===== src/rtl/envelope_pkg.sv =====
// Shared types for the envelope synthesizer: FSM states, the envelope pair
// and the debug view of the control path.
package envelope_pkg;

    localparam int ENV_WIDTH    = 16;
    localparam int ENV_STEP_MIN = 1;

    typedef enum logic [1:0] {
        IDLE = 2'd0,
        RISE = 2'd1,
        FALL = 2'd2
    } env_state_t;

    typedef struct packed {
        logic [ENV_WIDTH-1:0] max;
        logic [ENV_WIDTH-1:0] min;
    } env_pair_t;

    typedef struct packed {
        env_state_t state;
        logic       pop;
        logic       fifo_full;
        logic       fifo_empty;
    } env_debug_t;

endpackage


===== src/rtl/envelope_fifo.sv =====
// Synchronous first-word-fall-through FIFO of envelope pairs.
// Synchronous active-high reset empties it; pushes when full and pops when empty are ignored.
module envelope_fifo
    import envelope_pkg::*;
#(
    parameter int  SIZE   = 8,
    parameter type pair_t = env_pair_t,
    localparam int PW     = (SIZE > 1) ? $clog2(SIZE) : 1,
    localparam int CW     = $clog2(SIZE + 1)
) (
    input  logic          clk,
    input  logic          reset,
    input  logic          push,
    input  pair_t         wdata,
    input  logic          pop,
    output pair_t         rdata,
    output logic          full,
    output logic          empty,
    output logic [CW-1:0] count
);

    pair_t         mem [SIZE];
    logic [PW-1:0] wr_ptr;
    logic [PW-1:0] rd_ptr;
    logic          do_push;
    logic          do_pop;

    function automatic logic [PW-1:0] bump(input logic [PW-1:0] p);
        return (p == PW'(SIZE - 1)) ? '0 : p + 1'b1;
    endfunction

    assign do_push = push && !full;
    assign do_pop  = pop && !empty;

    always_ff @(posedge clk) begin
        if (do_push) begin
            mem[wr_ptr] <= wdata;
        end
    end

    always_ff @(posedge clk) begin
        if (reset) begin
            wr_ptr <= '0;
            rd_ptr <= '0;
            count  <= '0;
        end else begin
            if (do_push) begin
                wr_ptr <= bump(wr_ptr);
            end
            if (do_pop) begin
                rd_ptr <= bump(rd_ptr);
            end
            case ({do_push, do_pop})
                2'b10:   count <= count + 1'b1;
                2'b01:   count <= count - 1'b1;
                default: count <= count;
            endcase
        end
    end

    assign rdata = mem[rd_ptr];
    assign full  = (count == CW'(SIZE));
    assign empty = (count == '0);

endmodule


===== src/rtl/envelope_synth.sv =====
// Triangle-wave synthesizer driven by queued (max, min) envelope pairs.
// Optional ENVELOPE_SYNTH_REPEAT_EN: replay the last pair instead of idling when the queue runs dry.
module envelope_synth
    import envelope_pkg::*;
#(
    parameter int WIDTH = 16,
    parameter int SIZE  = 8
) (
    input  logic             clk,
    input  logic             reset,
    input  logic             env_valid,
    output logic             env_ready,
    input  logic [WIDTH-1:0] env_max,
    input  logic [WIDTH-1:0] env_min,
    input  logic [WIDTH-1:0] step,
    output logic [WIDTH-1:0] dataout,
    output logic             posen,
    output logic             negen,
    output logic             peak,
    output logic             trough,
    output logic             busy,
    output env_debug_t       dbg
);

    localparam int CW = $clog2(SIZE + 1);

    typedef struct packed {
        logic [WIDTH-1:0] max;
        logic [WIDTH-1:0] min;
    } pair_t;

    env_state_t       state;
    env_state_t       state_nxt;
    env_state_t       entry_state;
    logic [WIDTH-1:0] cur_max;
    logic [WIDTH-1:0] cur_min;
    logic [WIDTH-1:0] step_q;

    pair_t            fifo_wdata;
    pair_t            fifo_rdata;
    logic             fifo_full;
    logic             fifo_empty;
    logic [CW-1:0]    fifo_count;
    logic             push;
    logic             pop;

    logic [WIDTH:0]   sum;
    logic             rise_hit;
    logic [WIDTH-1:0] rise_nxt;
    logic [WIDTH-1:0] gap;
    logic             fall_hit;
    logic [WIDTH-1:0] fall_nxt;
    logic             head_swap;
    logic [WIDTH-1:0] new_max;
    logic [WIDTH-1:0] new_min;
    logic [WIDTH-1:0] base;

    // A pair transfers on any edge where env_valid && env_ready; env_ready is
    // held low during reset and while the queue is full, and never depends on env_valid.
    assign env_ready  = !fifo_full && !reset;
    assign push       = env_valid && env_ready;
    assign fifo_wdata = '{max: env_max, min: env_min};

    envelope_fifo #(
        .SIZE   (SIZE),
        .pair_t (pair_t)
    ) u_fifo (
        .clk   (clk),
        .reset (reset),
        .push  (push),
        .wdata (fifo_wdata),
        .pop   (pop),
        .rdata (fifo_rdata),
        .full  (fifo_full),
        .empty (fifo_empty),
        .count (fifo_count)
    );

    // Rise in WIDTH+1 bits so a large step near the top cannot wrap past cur_max.
    assign sum      = {1'b0, dataout} + {1'b0, step_q};
    assign rise_hit = (sum >= {1'b0, cur_max});
    assign rise_nxt = rise_hit ? cur_max : sum[WIDTH-1:0];

    // gap is only meaningful when dataout is above cur_min; the first term covers the rest.
    assign gap      = dataout - cur_min;
    assign fall_hit = (dataout <= cur_min) || (gap <= step_q);
    assign fall_nxt = fall_hit ? cur_min : dataout - step_q;

    assign head_swap = (fifo_rdata.min > fifo_rdata.max);
    assign new_max   = head_swap ? fifo_rdata.min : fifo_rdata.max;
    assign new_min   = head_swap ? fifo_rdata.max : fifo_rdata.min;

    // At a trough dataout is about to become cur_min, so that is the level the next pair starts from.
    assign base        = (state == IDLE) ? dataout : cur_min;
    assign entry_state = (base < new_max) ? RISE : FALL;
    assign pop         = !fifo_empty && ((state == IDLE) || ((state == FALL) && fall_hit));

    always_ff @(posedge clk) begin
        if (reset) begin
            state <= IDLE;
        end else begin
            state <= state_nxt;
        end
    end

    always_comb begin
        state_nxt = state;
        case (state)
            IDLE: begin
                if (pop) begin
                    state_nxt = entry_state;
                end
            end
            RISE: begin
                if (rise_hit) begin
                    state_nxt = FALL;
                end
            end
            FALL: begin
                if (fall_hit) begin
                    if (pop) begin
                        state_nxt = entry_state;
                    end else begin
`ifdef ENVELOPE_SYNTH_REPEAT_EN
                        state_nxt = RISE;
`else
                        state_nxt = IDLE;
`endif
                    end
                end
            end
            default: state_nxt = IDLE;
        endcase
    end

    always_comb begin
        posen = (state == RISE);
        negen = (state == FALL);
        busy  = (state != IDLE) || (fifo_count != '0);
    end

    always_ff @(posedge clk) begin
        if (reset) begin
            dataout <= '0;
            cur_max <= '0;
            cur_min <= '0;
            step_q  <= WIDTH'(ENV_STEP_MIN);
            peak    <= 1'b0;
            trough  <= 1'b0;
        end else begin
            peak   <= 1'b0;
            trough <= 1'b0;
            case (state)
                RISE: begin
                    dataout <= rise_nxt;
                    peak    <= rise_hit;
                end
                FALL: begin
                    dataout <= fall_nxt;
                    trough  <= fall_hit;
                end
                default: dataout <= dataout;
            endcase
            if (pop) begin
                cur_max <= new_max;
                cur_min <= new_min;
                step_q  <= (step == '0) ? WIDTH'(ENV_STEP_MIN) : step;
            end
        end
    end

    assign dbg = '{state: state, pop: pop, fifo_full: fifo_full, fifo_empty: fifo_empty};

endmodule


===== config.mk =====
export PLATFORM = sky130hd
export DESIGN_NAME = envelope_synth
export DESIGN_NICKNAME = d
export VERILOG_FILES = /design/src/rtl/envelope_pkg.sv /design/src/rtl/envelope_fifo.sv /design/src/rtl/envelope_synth.sv
export SDC_FILE = /design/constraint.sdc
export NUM_CORES = 1
export LEC_CHECK = 0
export CORE_MARGIN = 2
export CORE_UTILIZATION = 61
export DETAILED_ROUTE_END_ITERATION = 8
export GPL_TIMING_DRIVEN = 0
export PLACE_DENSITY = 0.8
export SLEW_MARGIN = 10
export SYNTH_ARGS = -nofsm -noshare
export SYNTH_HDL_FRONTEND = slang
export SYNTH_SLANG_ARGS = --single-unit

===== constraint.sdc =====
create_clock -name clk -period 6.7 [get_ports clk]
set_clock_uncertainty 0.15 [all_clocks]
set_input_delay 1.34 -clock clk [delete_from_list [all_inputs] [get_ports clk]]
set_output_delay 1.34 -clock clk [all_outputs]
set_load 0.05 [all_outputs]

==> results, run 1 <==
- The post-placement setup slack is -1.10 ns.
- The type of the setup path with the least slack is reg2out.
- The number of input and output port buffers inserted is 76.
- For met1 alone, demand over resource in global routing was 0.383.
- The mean post-synth cell area is approximately 12 um^2.
- The final wirelength is 47500 um.
- The source-to-sink clock delay at the later pin of the worst-skew pair is 0.53 ns.
- The cell area after synthesis is 0.0177 mm^2.
- The share of flip-flops with an asynchronous set or reset is 0.
- The number of nets still failing antenna checks after routing is 0.
- Entering global routing, the biggest net connects 21 pins.
- The share of final-layout standard cells stronger than drive strength 1 is 0.143.
- The number of global-route vias before repair is 12900.
- The top flip-flop cell by instance count after synthesis is sky130_fd_sc_hd__edfxtp_1.
- The maximum clock insertion buffer count is 3.
- The number of buffers inserted for hold repair after clock tree synthesis is 0.
- The clock buffer count from CTS is 35.
- Leaving out fill and tap cells, the most frequent cells in the layout are sky130_fd_sc_hd__edfxtp_1 (256), sky130_fd_sc_hd__nand2_1 (139), sky130_fd_sc_hd__ha_1 (121).
- The initial antenna violation count is 0.
- The number of placed I/O pins is just under 80.
- At the end of the flow the core is filled with cells to 0.718.
- The post-detailed-route DRC marker count is 0.
- The tool flagged a number of max-cap violations equal to 0.
- The number of antenna repair diodes is 0.
- When the netlist entered floorplanning its net count stood at 1632.
- For met3 alone, demand over resource in global routing was 0.0444.
- The number of DRC violations after detailed-routing iteration 0 is 1234.
- The max-slew violation count was 0.
- The global router's overall resource usage is 0.313.
- The count of synthesis-stage warnings from yosys is 0.
- The headroom to the max-slew limit is 0.400.
- The layout-stage area growth over the synthesis result is 16.4%.
- The die covers 0.0303 mm^2.
- The arrival time at the worst endpoint is ~5.1 ns.
- The library cell used most frequently in the layout, excluding fill and tap cells, is sky130_fd_sc_hd__edfxtp_1.
- The nature of the critical path endpoint is a primary output.
- The number of flops mapped to enable cells by yosys is 256.
- The clock slew at the register clock pins of the worst setup and hold paths is 0.06 ns.
- The required time at the endpoint of the critical path is 5.21 ns.
- Dividing the final minimum period by the clock period gives 0.990.
- The vias after detailed routing is ~13000.
- In this run the most used layer during global routing was met2.
- The critical path startpoint category is a register.
- The global-route wire length before repair is 72500 um.
- The number of failing hold endpoints at the final stage is 0.
- The clock period minus final worst setup slack is approximately 6.6 ns.
- At the pin with the least slew margin, the transition time is between 0.8 and 0.9 ns.
- The tree is rooted in a sky130_fd_sc_hd__clkbuf_16.
- The number of storage elements in the synthesis netlist is 337.
- The total of endpoints with negative setup slack in the final report is 0.
- The core region is 0.0286 mm^2.
- The first-pass detailed-route iteration total is 6.
- The slack of the critical path is a little under 0.07 ns.
- The number of sinks on the clock net is 337.
- Dividing the detail-routed wire length by the instance count gives 23.6 um.
- Fill cells in the final layout number 1887.
- After the last flow step, the layout net total stands at 1774.
- Measured along the x axis, the die boundary spans 174 um.
- The vertical die dimension is 174 um.
- The depth of the CTS H-tree is 2.
- The via density per instance is between 6 and 7.
- The synthesized instance count is between 1000 and 1500.
- The maximum fanout encountered on the critical timing path is 11.
- The met2 usage in global routing is 0.541.
- The number of rows in the core area is 62.
- The initial utilization of the core area, before any placement, comes to 0.617.
- In this run the worst hold path is classified as reg2reg.
- The share of synthesized area occupied by flip-flops and latches is 0.527.
- The run finished with clean final reports.
- The global placement routability congestion is roughly 0.94.
- The placed wire-length estimate is 34300 um.
- The maximum frequency from static timing analysis is 151 MHz.
- After global routing the overflow that remains totals 0.
- The clock tree from TritonCTS is yes.
- The number of different library cells used by synthesis comes to just under 80.
==> worst max-delay path, stage by stage, from the launching register on <==
cell                       delay, ns
sky130_fd_sc_hd__dfxtp_2        0.40
sky130_fd_sc_hd__inv_1          0.11
sky130_fd_sc_hd__ha_1           0.25
sky130_fd_sc_hd__fa_2           0.38
sky130_fd_sc_hd__nand2b_1       0.19
sky130_fd_sc_hd__a211oi_2       0.35
sky130_fd_sc_hd__nor3_2         0.13
sky130_fd_sc_hd__o221ai_2       0.20
sky130_fd_sc_hd__a21o_1         0.14
sky130_fd_sc_hd__a21oi_1        0.07
sky130_fd_sc_hd__xnor2_1        0.13
sky130_fd_sc_hd__ha_1           0.29
sky130_fd_sc_hd__nand4_1        0.24
sky130_fd_sc_hd__a211o_1        0.38
sky130_fd_sc_hd__a31oi_4        0.18
sky130_fd_sc_hd__o31ai_4        0.14
sky130_fd_sc_hd__o21ai_4        0.20
sky130_fd_sc_hd__a21o_1         0.15
sky130_fd_sc_hd__buf_6          0.15
sky130_fd_sc_hd__inv_2          0.08
sky130_fd_sc_hd__buf_12         0.15
sky130_fd_sc_hd__buf_4          0.13
sky130_fd_sc_hd__buf_6          0.14
==> synthesized netlist by cell type (4+ instances only) <==
cell type                     n  area (um^2)
sky130_fd_sc_hd__xor2_1       9         78.8
sky130_fd_sc_hd__clkbuf_1    51          191
sky130_fd_sc_hd__mux2_2      15          169
sky130_fd_sc_hd__nor2b_1     12         75.1
sky130_fd_sc_hd__a31o_2       4         35.0
sky130_fd_sc_hd__a311oi_1    11         96.3
sky130_fd_sc_hd__mux2i_1     27          270
sky130_fd_sc_hd__nand3b_1    18          135
sky130_fd_sc_hd__nor3b_1      5         37.5
sky130_fd_sc_hd__o211ai_1    32          240
sky130_fd_sc_hd__nand2b_1    15         93.8
sky130_fd_sc_hd__a211o_1      4         35.0
sky130_fd_sc_hd__inv_1       80          300
sky130_fd_sc_hd__o21ai_0     65          325
sky130_fd_sc_hd__nor3_1      25          125
sky130_fd_sc_hd__a2111oi_0    4         35.0
sky130_fd_sc_hd__nor4_1       8         50.1
sky130_fd_sc_hd__nor2_1      66          248
sky130_fd_sc_hd__nand3_1     35          175
sky130_fd_sc_hd__a221oi_1     4         35.0
sky130_fd_sc_hd__a21o_1      24          180
sky130_fd_sc_hd__fa_1         4         80.1
sky130_fd_sc_hd__buf_4        8         60.1
sky130_fd_sc_hd__a21oi_1    114          571
sky130_fd_sc_hd__xnor2_1     24          210
sky130_fd_sc_hd__o21bai_1     4         30.0
sky130_fd_sc_hd__nand2_1    139          522
sky130_fd_sc_hd__mux4_2      64         1440
sky130_fd_sc_hd__o31a_1       4         35.0
sky130_fd_sc_hd__buf_2       11         55.1
sky130_fd_sc_hd__ha_1       121         1510
sky130_fd_sc_hd__o21ai_1      7         35.0
sky130_fd_sc_hd__edfxtp_1   256         7690
sky130_fd_sc_hd__a31oi_1      7         43.8
sky130_fd_sc_hd__or3_1       14         87.6
sky130_fd_sc_hd__dfxtp_1     81         1620
sky130_fd_sc_hd__nand4_1     15         93.8
sky130_fd_sc_hd__a211oi_1    10         75.1
==> worst paths after layout <==
path | to | depth (start not counted) | startpoint | slack (ns)
setup reg to reg | state[1] | 22 | register | 0.44
hold / removal | cur_min[4] | 2 | cur_min[4] | 0.31
hold reg to reg | cur_min[4] | 2 | cur_min[4] | 0.31
setup / recovery | dbg[2] | 22 | dataout[0] | 0.07
==> metal layers <==
layer	vias to the layer above	wire [um]
met3	155	3080
met4	0	2550
met1	6268	18200
met5	-	0
li1	5816	-
met2	648	23600
==> registers in the layout, indices dropped and copies added (netlist names), 3 cells and up, named ones only <==
register / flops
u_fifo.count: 4
u_fifo.mem: 256
step_q: 16
u_fifo.rd_ptr: 3
dataout: 16
cur_min: 16
cur_max: 16
u_fifo.wr_ptr: 3
==> repair_timing <==
action,in CTS,in global routing
setup buffers,3,3
setup endpoints to repair,5,3
gates resized for setup,20,31
cloned,0,0
pin swaps,4,7
==> per-stage QoR <==
stage	hold WS [ns]	cells	setup TNS, ns	area (um^2)
2_1_floorplan	0.282	1456	0	17700
3_3_place_gp	0.292	1916	-118.81	18900
3_5_place_dp	0.297	1940	-1.45	19200
4_1_cts	0.304	2006	0	20400
5_1_grt	0.322	2008	-0.0661	20600
6_report	0.306	2008	0	20600
==> logic make-up after synthesis <==
kind of cell / share of synthesized area
compound gates: 0.124
xor+xnor: 0.0164
fa+ha+maj: 0.0902
buf+inv: 0.0367
flops: 0.527
mux: 0.106
simple gates: 0.0996
==> final cells by class <==
class                           count  area [um^2]  share of cell area
Clock buffer                       46          948              0.0461
Timing Repair Buffer              106         1060              0.0517
Inverter                           82          308              0.0150
Tap cell                          384          480              0.0234
Multi-Input combinational cell    962         7870               0.383
Clock inverter                     17          201             0.00980
Sequential cell                   337         9320               0.453
Buffer                             74          374              0.0182
Power of run 1 is left out: the tool's default activity adds up to more than one toggle a clock period on the data nets, which glitch-free logic cannot reach.
==> run 2, diff against run 1 <==
--- a/config.mk
+++ b/config.mk
@@ -9,6 +9,7 @@
 export CORE_UTILIZATION = 61
 export DETAILED_ROUTE_END_ITERATION = 8
 export GPL_TIMING_DRIVEN = 0
+export HOLD_SLACK_MARGIN = 0.15
 export PLACE_DENSITY = 0.8
 export SLEW_MARGIN = 10
 export SYNTH_ARGS = -nofsm -noshare
==> results of run 2 <==
Final layout, timing and power as in run 1 (identical DEF).
Power of run 2 is left out for the same reason.
